==> config.mk <==
export PLATFORM = sky130hd
export DESIGN_NAME = vga_scanout_flat
export DESIGN_NICKNAME = d
export VERILOG_FILES = /design/src/rtl/vga_timing_pkg.sv /design/src/rtl/vga_scanout_if.sv /design/src/rtl/vga_timing.sv /design/src/rtl/vga_scanout.sv /design/src/flat_wrapper.sv
export SDC_FILE = /design/constraint.sdc
export NUM_CORES = 1
export LEC_CHECK = 0
export ABC_AREA = 1
export CAP_MARGIN = 20
export CORE_MARGIN = 2
export CORE_UTILIZATION = 34
export CTS_BUF_LIST = sky130_fd_sc_hd__clkbuf_2
export CTS_CLUSTER_DIAMETER = 30
export CTS_CLUSTER_SIZE = 14
export DETAILED_ROUTE_END_ITERATION = 7
export HOLD_SLACK_MARGIN = 0.06
export PLACE_DENSITY = 0.58
export SLEW_MARGIN = 15
export SYNTH_ARGS = -nofsm -noshare
export SYNTH_HDL_FRONTEND = slang
export SYNTH_SLANG_ARGS = --single-unit
export TNS_END_PERCENT = 5
==> constraint.sdc <==
create_clock -name clk -period 5.3 [get_ports clk]
set_clock_uncertainty 0.15 [all_clocks]
set_input_delay 1.06 -clock clk [delete_from_list [all_inputs] [get_ports clk]]
set_output_delay 1.06 -clock clk [all_outputs]
set_load 0.01 [all_outputs]
==> src/rtl/vga_timing_pkg.sv <==
// vga_timing_pkg: default 640x480@60 raster and screen-window constants shared by the scanout blocks
package vga_timing_pkg;
  localparam int VGA_H_VISIBLE = 640;
  localparam int VGA_H_FRONT = 16;
  localparam int VGA_H_SYNC = 96;
  localparam int VGA_H_BACK = 48;
  localparam int VGA_V_VISIBLE = 480;
  localparam int VGA_V_FRONT = 10;
  localparam int VGA_V_SYNC = 2;
  localparam int VGA_V_BACK = 33;
  localparam int VGA_X_OFFSET = 64;
  localparam int VGA_Y_OFFSET = 112;
  localparam int VGA_SCREEN_WORDS = 32;
  localparam int VGA_SCREEN_ROWS = 256;
  localparam logic SYNC_ACTIVE = 1'b0;
  function automatic logic in_range(int x, int lo, int n);
    return x >= lo && x < lo + n;
  endfunction
endpackage

==> src/rtl/vga_scanout_if.sv <==
// vga_scanout_if: pixel-side read port of the video RAM
interface vga_scanout_if;
  logic        p_read;
  logic [12:0] p_addr;
  logic [15:0] p_dout;
  modport master(output p_read, output p_addr, input p_dout);
  modport slave(input p_read, input p_addr, output p_dout);
endinterface

==> src/rtl/vga_timing.sv <==
// vga_timing: raster counters with registered sync, visible and frame-start flags
module vga_timing
  import vga_timing_pkg::*;
#(
  parameter int H_VISIBLE = VGA_H_VISIBLE,
  parameter int H_FRONT = VGA_H_FRONT,
  parameter int H_SYNC = VGA_H_SYNC,
  parameter int H_BACK = VGA_H_BACK,
  parameter int V_VISIBLE = VGA_V_VISIBLE,
  parameter int V_FRONT = VGA_V_FRONT,
  parameter int V_SYNC = VGA_V_SYNC,
  parameter int V_BACK = VGA_V_BACK,
  parameter int X_OFFSET = VGA_X_OFFSET,
  parameter int Y_OFFSET = VGA_Y_OFFSET,
  parameter int SCREEN_WORDS = VGA_SCREEN_WORDS,
  parameter int SCREEN_ROWS = VGA_SCREEN_ROWS
) (
  input  logic       clk,
  input  logic       reset,
  output logic [9:0] hnext_o,
  output logic [9:0] vnext_o,
  output logic       win_o,
  output logic       hsync_o,
  output logic       vsync_o,
  output logic       active_o,
  output logic       frame_start_o
);
  localparam int H_TOTAL = H_VISIBLE + H_FRONT + H_SYNC + H_BACK;
  localparam int V_TOTAL = V_VISIBLE + V_FRONT + V_SYNC + V_BACK;
  logic [9:0] hcount_q, hcount_d, vcount_q, vcount_d;
  logic hsync_q, vsync_q, active_q, frame_start_q;
  int h, v;
  always_comb begin
    h = int'(hcount_q);
    v = int'(vcount_q);
    hcount_d = h == H_TOTAL - 1 ? '0 : hcount_q + 10'd1;
    vcount_d = h != H_TOTAL - 1 ? vcount_q : v == V_TOTAL - 1 ? '0 : vcount_q + 10'd1;
    win_o = in_range(h, X_OFFSET, SCREEN_WORDS * 16) && in_range(v, Y_OFFSET, SCREEN_ROWS);
  end
  always_ff @(posedge clk or posedge reset)
    if (reset) begin
      hcount_q <= '0;
      vcount_q <= '0;
      hsync_q <= ~SYNC_ACTIVE;
      vsync_q <= ~SYNC_ACTIVE;
      active_q <= 1'b0;
      frame_start_q <= 1'b0;
    end else begin
      hcount_q <= hcount_d;
      vcount_q <= vcount_d;
      hsync_q <= in_range(h, H_VISIBLE + H_FRONT, H_SYNC) ? SYNC_ACTIVE : ~SYNC_ACTIVE;
      vsync_q <= in_range(v, V_VISIBLE + V_FRONT, V_SYNC) ? SYNC_ACTIVE : ~SYNC_ACTIVE;
      active_q <= h < H_VISIBLE && v < V_VISIBLE;
      frame_start_q <= h == 0 && v == 0;
    end
  assign hnext_o = hcount_d;
  assign vnext_o = vcount_d;
  assign hsync_o = hsync_q;
  assign vsync_o = vsync_q;
  assign active_o = active_q;
  assign frame_start_o = frame_start_q;
endmodule

==> src/rtl/vga_scanout.sv <==
// vga_scanout: VGA raster with centred 512x256 monochrome window fetched word-by-word from video RAM
module vga_scanout
  import vga_timing_pkg::*;
#(
  parameter int H_VISIBLE = VGA_H_VISIBLE,
  parameter int H_FRONT = VGA_H_FRONT,
  parameter int H_SYNC = VGA_H_SYNC,
  parameter int H_BACK = VGA_H_BACK,
  parameter int V_VISIBLE = VGA_V_VISIBLE,
  parameter int V_FRONT = VGA_V_FRONT,
  parameter int V_SYNC = VGA_V_SYNC,
  parameter int V_BACK = VGA_V_BACK,
  parameter int X_OFFSET = VGA_X_OFFSET,
  parameter int Y_OFFSET = VGA_Y_OFFSET,
  parameter int SCREEN_WORDS = VGA_SCREEN_WORDS,
  parameter int SCREEN_ROWS = VGA_SCREEN_ROWS
) (
  input  logic             clk,
  input  logic             reset,
  vga_scanout_if.master    ram,
  output logic             hsync,
  output logic             vsync,
  output logic             active,
  output logic             pixel,
  output logic             frame_start
);
  logic [9:0] hnext, vnext;
  logic win, p_read_q, p_read_d, pixel_q, pixel_d;
  logic [12:0] p_addr_q, p_addr_d;
  logic [2:0] pipe_q;
  logic [15:0] shift_q, shift_d;
  int hn, vn, fo;
  vga_timing #(
    .H_VISIBLE(H_VISIBLE), .H_FRONT(H_FRONT), .H_SYNC(H_SYNC), .H_BACK(H_BACK),
    .V_VISIBLE(V_VISIBLE), .V_FRONT(V_FRONT), .V_SYNC(V_SYNC), .V_BACK(V_BACK),
    .X_OFFSET(X_OFFSET), .Y_OFFSET(Y_OFFSET), .SCREEN_WORDS(SCREEN_WORDS), .SCREEN_ROWS(SCREEN_ROWS)
  ) u_timing (
    .clk(clk), .reset(reset), .hnext_o(hnext), .vnext_o(vnext), .win_o(win),
    .hsync_o(hsync), .vsync_o(vsync), .active_o(active), .frame_start_o(frame_start)
  );
  // fetch is decided on next-cycle counters so p_read itself can be a flop
  always_comb begin
    hn = int'(hnext);
    vn = int'(vnext);
    fo = hn - (X_OFFSET - 4);
    p_read_d = in_range(vn, Y_OFFSET, SCREEN_ROWS) && in_range(fo, 0, SCREEN_WORDS * 16) && fo % 16 == 0;
    p_addr_d = p_read_d ? 13'((vn - Y_OFFSET) * SCREEN_WORDS + fo / 16) : '0;
    shift_d = pipe_q[2] ? ram.p_dout : win ? {1'b0, shift_q[15:1]} : shift_q;
    pixel_d = win && shift_q[0];
  end
  // pipe_q tracks the 3-cycle RAM latency; clearing it on reset drops in-flight words
  always_ff @(posedge clk or posedge reset)
    if (reset) begin
      p_read_q <= 1'b0;
      p_addr_q <= '0;
      pipe_q <= '0;
      shift_q <= '0;
      pixel_q <= 1'b0;
    end else begin
      p_read_q <= p_read_d;
      p_addr_q <= p_addr_d;
      pipe_q <= {pipe_q[1:0], p_read_q};
      shift_q <= shift_d;
      pixel_q <= pixel_d;
    end
  assign ram.p_read = p_read_q;
  assign ram.p_addr = p_addr_q;
  assign pixel = pixel_q;
endmodule

==> src/flat_wrapper.sv <==
// flat-port wrapper written by rule: the top's interface ports become plain ports
module vga_scanout_flat import vga_timing_pkg::*;
#(
  parameter int H_VISIBLE = VGA_H_VISIBLE,
  parameter int H_FRONT = VGA_H_FRONT,
  parameter int H_SYNC = VGA_H_SYNC,
  parameter int H_BACK = VGA_H_BACK,
  parameter int V_VISIBLE = VGA_V_VISIBLE,
  parameter int V_FRONT = VGA_V_FRONT,
  parameter int V_SYNC = VGA_V_SYNC,
  parameter int V_BACK = VGA_V_BACK,
  parameter int X_OFFSET = VGA_X_OFFSET,
  parameter int Y_OFFSET = VGA_Y_OFFSET,
  parameter int SCREEN_WORDS = VGA_SCREEN_WORDS,
  parameter int SCREEN_ROWS = VGA_SCREEN_ROWS
)
  (clk, reset, hsync, vsync, active, pixel, frame_start, ram_p_read, ram_p_addr, ram_p_dout);
  vga_scanout_if ram_i ();
  input  logic clk;
  input  logic reset;
  output logic hsync;
  output logic vsync;
  output logic active;
  output logic pixel;
  output logic frame_start;
  output wire logic [$bits(ram_i.p_read)-1:0] ram_p_read;
  output wire logic [$bits(ram_i.p_addr)-1:0] ram_p_addr;
  input wire logic [$bits(ram_i.p_dout)-1:0] ram_p_dout;
  assign ram_p_read = ram_i.p_read;
  assign ram_p_addr = ram_i.p_addr;
  assign ram_i.p_dout = ram_p_dout;
  vga_scanout #(.H_VISIBLE(H_VISIBLE), .H_FRONT(H_FRONT), .H_SYNC(H_SYNC), .H_BACK(H_BACK), .V_VISIBLE(V_VISIBLE), .V_FRONT(V_FRONT), .V_SYNC(V_SYNC), .V_BACK(V_BACK), .X_OFFSET(X_OFFSET), .Y_OFFSET(Y_OFFSET), .SCREEN_WORDS(SCREEN_WORDS), .SCREEN_ROWS(SCREEN_ROWS)) u_core (.clk(clk), .reset(reset), .ram(ram_i), .hsync(hsync), .vsync(vsync), .active(active), .pixel(pixel), .frame_start(frame_start));
endmodule
==> results of run 1 <==
sequential cells by signal, indices dropped and copies added, names as in the netlist:
signal and count:
u_core.shift_q 16, u_core.ram.p_addr 13, u_core.u_timing.hcount_q 10, u_core.u_timing.vcount_q 10, u_core.pipe_q 3, u_core.pixel 1, u_core.ram.p_read 1, u_core.u_timing.active_o 1
u_core.u_timing.frame_start_o 1, u_core.u_timing.hsync_o 1, u_core.u_timing.vsync_o 1
cell families (layout without fill, tap and decap cells):
logic type,after synthesis,in the layout,share of synthesized area
AND/OR/NAND/NOR,219,219,0.3155
buffers and inverters,73,123,0.08321
flip-flops,58,58,0.4278
AO/OA/AOI/OAI,46,46,0.08468
adder cells (fa/ha/maj),15,15,0.05523
XOR/XNOR,13,13,0.03351
synth_stat cells (all sizes together), types with 4 or more instances:
library cell	instances	area, um2
o221ai	4	35.03
o211ai	4	30.03
o21ai	13	68.81
dfrtp	56	1401
a21oi	15	78.83
ha	15	187.7
nor2	47	255.2
xor2	9	78.83
nand2	104	412.9
nor3	8	45.04
inv	69	264.0
xnor2	4	35.03
nand3	48	267.8
nand4	8	50.05
critical path, delay by kind of cell (launching register included):
family                     cells  cell delay, ns
adders and majority gates      3            0.78
DFF                            1            0.52
buffers and inverters          3            0.38
AOI/OAI and AO/OA              2            0.61
and+or+nand+nor                8            0.78
xor gates and xnor gates       1            0.12
how the worst max path moves through the flow:
| stage | start | endpoint | slack [ns] | cells after the start |
|---|---|---|---|---|
| after floorplan | u_core.u_timing.hcount_q[0]$_DFF_PP0_ | u_core.ram.p_addr[12]$_DFF_PP0_ | 2.24 | 18 |
| after CTS | u_core.u_timing.hcount_q[0]$_DFF_PP0_ | u_core.ram.p_addr[12]$_DFF_PP0_ | 1.85 | 17 |
| after detailed placement | u_core.u_timing.hcount_q[0]$_DFF_PP0_ | u_core.ram.p_addr[12]$_DFF_PP0_ | 1.88 | 17 |
| after global routing | u_core.u_timing.hcount_q[0]$_DFF_PP0_ | u_core.ram.p_addr[12]$_DFF_PP0_ | 1.48 | 17 |
| after global placement | u_core.u_timing.hcount_q[0]$_DFF_PP0_ | u_core.ram.p_addr[12]$_DFF_PP0_ | 1.98 | 17 |
| final | u_core.u_timing.hcount_q[0]$_DFF_PP0_ | u_core.ram.p_addr[12]$_DFF_PP0_ | 1.88 | 17 |
where the power goes:
| group | leakage [nW] | switching [mW] | internal [mW] |
|---|---|---|---|
| logic | 1.26 | 0.0102 | 0.0114 |
| registers | 0.706 | 0 | 0.443 |
| clock network | 0.0779 | 0.179 | 0.155 |
per-layer routing:
metal	part of all wire	GRT usage	wire length [um]
met5	0	0	0
met4	0.012	0.03764	91
met3	0.040	0.04762	296
met2	0.48	0.2589	3568
met1	0.47	0.1794	3517
through the flow:
step	util	area [um2]	std cells	setup slack, ns
CTS	0.4169	4056	607	1.850
global placement	0.4026	3918	591	1.982
finish	0.4169	4056	607	1.877
global route	0.4169	4056	607	1.482
detailed placement	0.4026	3918	591	1.875
floorplan	-	3398	424	2.239
layout make-up:
type | instances | area [um2]
repair buffers | 37 | 367.9
flip-flops and latches | 58 | 1454
clock buffers | 9 | 45.04
clock inverters | 7 | 93.84
fillers | 1010 | 5673
multi-input cells | 293 | 1662
inverters | 70 | 267.8
well taps | 133 | 166.4
==> summary.log, run 1 <==
INFO  sta            whs=0.2213ns
INFO  setup_path     timing.critical_path.slowest_cell_delay=0.52ns
INFO  finish         mostFrequentLayoutCells=99 x sky130_fd_sc_hd__nand2_1, 62 x sky130_fd_sc_hd__inv_1, 56 x sky130_fd_sc_hd__dfrtp_1
INFO  sta            setup_tns=0ns
INFO  place          numPortBuffers=36
INFO  min_path       min-delay-start=u_core.pipe_q[0]$_DFF_PP0_
INFO  setup_path     path_cells=ha_1, nand3_2, nor2_2, nand2_4, inv_2, nor2_1, a21oi_1, ha_1, xnor2_1, inv_1, ha_1, inv_1, nor3_1, a221oi_1, nand3_1, nand2_1, nor2_1
INFO  sta            period_minus_slack=3.423ns
INFO  global_route   grt_max_degree=45
INFO  yosys          synth-edff-count=0
INFO  die            initial_utilization=0.3493
INFO  drt            totalWireLength=7.473mm
INFO  drt            route.detailed.wl_per_inst=12.31um
INFO  power_and_ir_drop p_leak=2.048nW
INFO  setup_path     worst_ep_required=5.56ns
INFO  setup_path     reg2reg_slack=1.88ns
INFO  global_route   number_of_global_route_vias_before_repair=2,901
INFO  drt            dr_total_vias=2,860
INFO  die            die_h=104.0um
INFO  finish         mostFrequentLayoutCell=sky130_fd_sc_hd__nand2_1
INFO  yosys          ys_ff_latch=58
INFO  clocking       htree_num_levels=3
INFO  yosys          synth_area=3398um2
INFO  yosys          synth-seq-area-share=0.4278
INFO  sta            min_period_over_period=0.6459
INFO  drt            ant_nets=0
INFO  sta            slew_limit_headroom=0.5885
INFO  sta            finalHoldViolCount=0
INFO  setup_path     highest_delay_cell_along_the_critical_path=sky130_fd_sc_hd__dfrtp_1
INFO  min_path       hold_path_class=register to register
INFO  place          gpl.final_weighted_congestion=0.8672
INFO  die            die_width=104.0um
INFO  yosys          synth_warnings=0
INFO  die            die_area=10,810um2
INFO  sta            maxSlewViolCount=0
INFO  clocking       post_cts_resized=0
INFO  setup_path     worstRegToRegCells=17
INFO  setup_path     setup.worst_path.class=register to register
INFO  drt            vias_per_cell=4.712
INFO  sta            final-setup-viol-count=0
INFO  power_and_ir_drop power_density=196.8nW/um2
INFO  global_route   grt_first_pass_wirelength=13.22mm
INFO  clocking       ctsHoldBuffers=0
INFO  drt            drtIter0Drc=108
INFO  setup_path     worstPathArrival=3.69ns
INFO  clocking       cts_made_buffers=9
INFO  yosys          synth_flop_cell=sky130_fd_sc_hd__dfrtp_1
INFO  finish         share_of_cells_above_drive_strength_1=0.1160
INFO  global_route   grtUsageTotal=0.1493
INFO  finish         nets=502
INFO  global_route   initial_antenna_violation_count=0
INFO  yosys          avgSynthCellArea=8.015um2
INFO  clocking       postCtsSetupRepairBufs=0
INFO  drt            first_pass_iters=4
INFO  setup_path     critical_path.most_common_cell=sky130_fd_sc_hd__ha_1
INFO  clocking       insertion_delay=0.49ns
INFO  yosys          synth_nets=457
INFO  run            cap_violations=0
INFO  sta            tightest_slew=0.6159ns
INFO  die            placeableCoreArea=9729um2
INFO  sta            rsz_0062_raised_after_global_routing=false
INFO  min_path       hold_path_end=u_core.pipe_q[1]$_DFF_PP0_
INFO  yosys          synthCells=424
INFO  yosys          synthDistinctLibCells=43
INFO  clocking       tritoncts=yes
INFO  clocking       cts_sinks=58
INFO  setup_path     timing.rr.end=u_core.ram.p_addr[12]$_DFF_PP0_
INFO  drt            drc=0
INFO  min_path       timing.hold.worst_path_depth=0
INFO  power_and_ir_drop design_power_total=0.7983mW
INFO  clocking       clk_transition_reported_paths=0.19ns
INFO  die            design.portCount=37
INFO  setup_path     crit-reg2reg-launch=u_core.u_timing.hcount_q[0]$_DFF_PP0_
INFO  setup_path     critical_path_end_type=register
INFO  setup_path     worstPathMaxFanout=17
INFO  die            number_of_cell_rows=36
INFO  finish         area_growth_syn_to_layout=19.37%
INFO  finish         antennaDiodeCount=0
INFO  setup_path     cp-start-kind=register
INFO  place          detailed_place_hpwl=5.615mm
INFO  status         run_status=finished, final reports clean
INFO  global_route   globalRouteOverflowTotal=0
INFO  power_and_ir_drop worst_ir_drop_vdd=0.1071mV
INFO  clocking       clockRootBuffer=sky130_fd_sc_hd__clkbuf_2
INFO  yosys          ys_async_sr_fraction=1.000
INFO  clocking       clock_path_buffers=2
INFO  sta            fmax=0.2921GHz
Note: power is estimated with default switching activity, not from simulation.
==> inputs of run 2 (changes only) <==
clock period = 3.3 ns   (was 5.3 ns; I/O delays follow)
==> run 2 against run 1 <==
Net effect:
- count of clock-buffer cells in the layout unchanged
- sequential share of layout area down 0.76 points
- utilization up 0.90 points
- largest cell class unchanged
- highest routed layer unchanged
==> summary.log, run 2 (synthesized netlist as in run 1, its figures left out) <==
INFO  setup_path     critical_path_end_type=register
INFO  finish         area_growth_syn_to_layout=21.94%
INFO  sta            period_minus_slack=3.085ns
INFO  finish         mostFrequentLayoutCell=sky130_fd_sc_hd__nand2_1
INFO  setup_path     setup.worst_path.class=register to register
INFO  die            die_width=104.0um
INFO  drt            first_pass_iters=4
INFO  sta            min_period_over_period=0.9349
INFO  sta            postLayoutSetupSlackWorst=0.2149ns
INFO  power_and_ir_drop power_density=332.9nW/um2
INFO  clocking       cts_made_buffers=9
INFO  power_and_ir_drop worst_ir_drop_vdd=0.1712mV
INFO  setup_path     crit-reg2reg-launch=u_core.u_timing.hcount_q[1]$_DFF_PP0_
INFO  power_and_ir_drop p_leak=2.101nW
INFO  clocking       ctsHoldBuffers=0
INFO  clocking       clock_path_buffers=2
INFO  drt            totalWireLength=7.771mm
INFO  place          gpl.final_weighted_congestion=0.8744
INFO  sta            whs=0.2239ns
INFO  global_route   gr-max-usage-layer=met2
INFO  drt            drtIter0Drc=93
INFO  finish         share_of_cells_above_drive_strength_1=0.1313
INFO  drt            ant_nets=0
INFO  place          detailed_place_hpwl=5.903mm
INFO  sta            tightest_slew=0.7059ns
INFO  setup_path     crit_path_start=u_core.u_timing.hcount_q[1]$_DFF_PP0_
INFO  sta            finalHoldViolCount=0
INFO  setup_path     worstPathMaxFanout=8
INFO  global_route   use_met3=0.03195
INFO  drt            route.detailed.wl_per_inst=12.68um
INFO  min_path       hold_path_class=register to register
INFO  place          placement.setup.worst_slack=0.1770ns
INFO  setup_path     reg2reg_slack=0.21ns
INFO  min_path       min-delay-start=u_core.pipe_q[1]$_DFF_PP0_
INFO  setup_path     timing.rr.end=u_core.ram.p_addr[12]$_DFF_PP0_
INFO  die            design.portCount=37
INFO  drt            drc=0
INFO  finish         largest_reg_flops=16
INFO  place          numPortBuffers=36
INFO  min_path       hold_path_end=u_core.pipe_q[2]$_DFF_PP0_
INFO  global_route   number_of_global_route_vias_before_repair=2,939
INFO  finish         registers.top_by_ff_count=u_core.shift_q
INFO  global_route   grtUsageTotal=0.1551
INFO  die            die_area=10,810um2
INFO  sta            setup_tns=0ns
INFO  sta            slew_limit_headroom=0.5287
INFO  setup_path     worstRegToRegCells=16
INFO  global_route   initial_antenna_violation_count=0
INFO  finish         nets=508
INFO  finish         mostFrequentLayoutCells=99 x sky130_fd_sc_hd__nand2_1, 62 x sky130_fd_sc_hd__inv_1, 56 x sky130_fd_sc_hd__dfrtp_1
INFO  die            placeableCoreArea=9729um2
INFO  clocking       tritoncts=yes
INFO  setup_path     worst_ep_required=3.58ns
INFO  setup_path     worstPathArrival=3.37ns
INFO  setup_path     cp-start-kind=register
INFO  finish         antennaDiodeCount=0
INFO  clocking       cts_sinks=58
INFO  global_route   grt_max_degree=35
INFO  clocking       clockRootBuffer=sky130_fd_sc_hd__clkbuf_2
INFO  run            cap_violations=0
INFO  die            number_of_cell_rows=36
INFO  min_path       timing.hold.worst_path_depth=0
INFO  global_route   met1_usage=0.1930
INFO  clocking       htree_num_levels=3
INFO  sta            fmax=0.3241GHz
INFO  drt            dr_total_vias=2,856
INFO  status         run_status=finished, final reports clean
INFO  sta            maxSlewViolCount=0
INFO  drt            vias_per_cell=4.659
INFO  die            initial_utilization=0.3493
INFO  sta            final-setup-viol-count=0
INFO  global_route   grt_first_pass_wirelength=13.66mm
INFO  clocking       clk_transition_reported_paths=0.20ns
INFO  global_route   globalRouteOverflowTotal=0
INFO  global_route   use_met2=0.2599
INFO  clocking       insertion_delay=0.50ns
INFO  die            die_h=104.0um
## run 2: what timing repair did
action / 4_1_cts / 5_1_grt
resized for setup: 0 / 2
buffers inserted: 0 / 1
endpoints found under the setup margin: 0 / 1
## run 2: report_power, final
group,switching (mW),leakage (nW),internal [mW]
sequential,0,0.706,0.712
combinational,0.0170,1.30,0.0191
clock,0.299,0.0967,0.333
total,0.316,2.10,1.06
## run 2: area by class of cell
class,count,area (um2)
well taps,133,166.4
clock inverters,7,125.1
flip-flops and latches,58,1454
fillers,1009,5585
inverters,70,267.8
repair buffers,43,412.9
clock buffers,9,45.04
multi-input cells,293,1673
## run 2: worst max-delay path: stages (launching register included)
cell and delay [ns]:
sky130_fd_sc_hd__dfrtp_1 0.44, sky130_fd_sc_hd__ha_1 0.22, sky130_fd_sc_hd__nand3_2 0.15, sky130_fd_sc_hd__nor2_2 0.07, sky130_fd_sc_hd__nand2_4 0.12, sky130_fd_sc_hd__nand3_2 0.12
sky130_fd_sc_hd__nor2_4 0.18, sky130_fd_sc_hd__nand2_4 0.12, sky130_fd_sc_hd__nand3_4 0.11, sky130_fd_sc_hd__inv_4 0.07, sky130_fd_sc_hd__ha_1 0.35, sky130_fd_sc_hd__a21oi_1 0.19
sky130_fd_sc_hd__o21ai_0 0.18, sky130_fd_sc_hd__a221oi_2 0.33, sky130_fd_sc_hd__nand3_1 0.11, sky130_fd_sc_hd__nand2_1 0.07, sky130_fd_sc_hd__nor2_1 0.04
## run 2: worst max-delay path by stage
stage          slack [ns]                         endpoint
2_1_floorplan        0.24  u_core.ram.p_addr[12]$_DFF_PP0_
3_3_place_gp         0.29  u_core.ram.p_addr[12]$_DFF_PP0_
3_5_place_dp         0.18  u_core.ram.p_addr[12]$_DFF_PP0_
4_1_cts              0.18  u_core.ram.p_addr[12]$_DFF_PP0_
5_1_grt             -0.02  u_core.ram.p_addr[12]$_DFF_PP0_
6_report             0.21  u_core.ram.p_addr[12]$_DFF_PP0_
## run 2: routing by layer
metal / part of all wire / up-vias
met4: 0.019 / 0
met2: 0.48 / 51
met1: 0.46 / 1307
met5: 0 / -
met3: 0.038 / 16
li1: - / 1482
## run 2: per-stage QoR
step	std cells	power [mW]	cell area [um2]	utilization
after global routing	613	1.434	4144	0.4259
after floorplan	424	0.7346	3398	-
after CTS	612	1.411	4125	0.4240
after global placement	596	0.7614	3955	0.4065
final	613	1.380	4144	0.4259
after detailed placement	596	0.7617	3955	0.4065
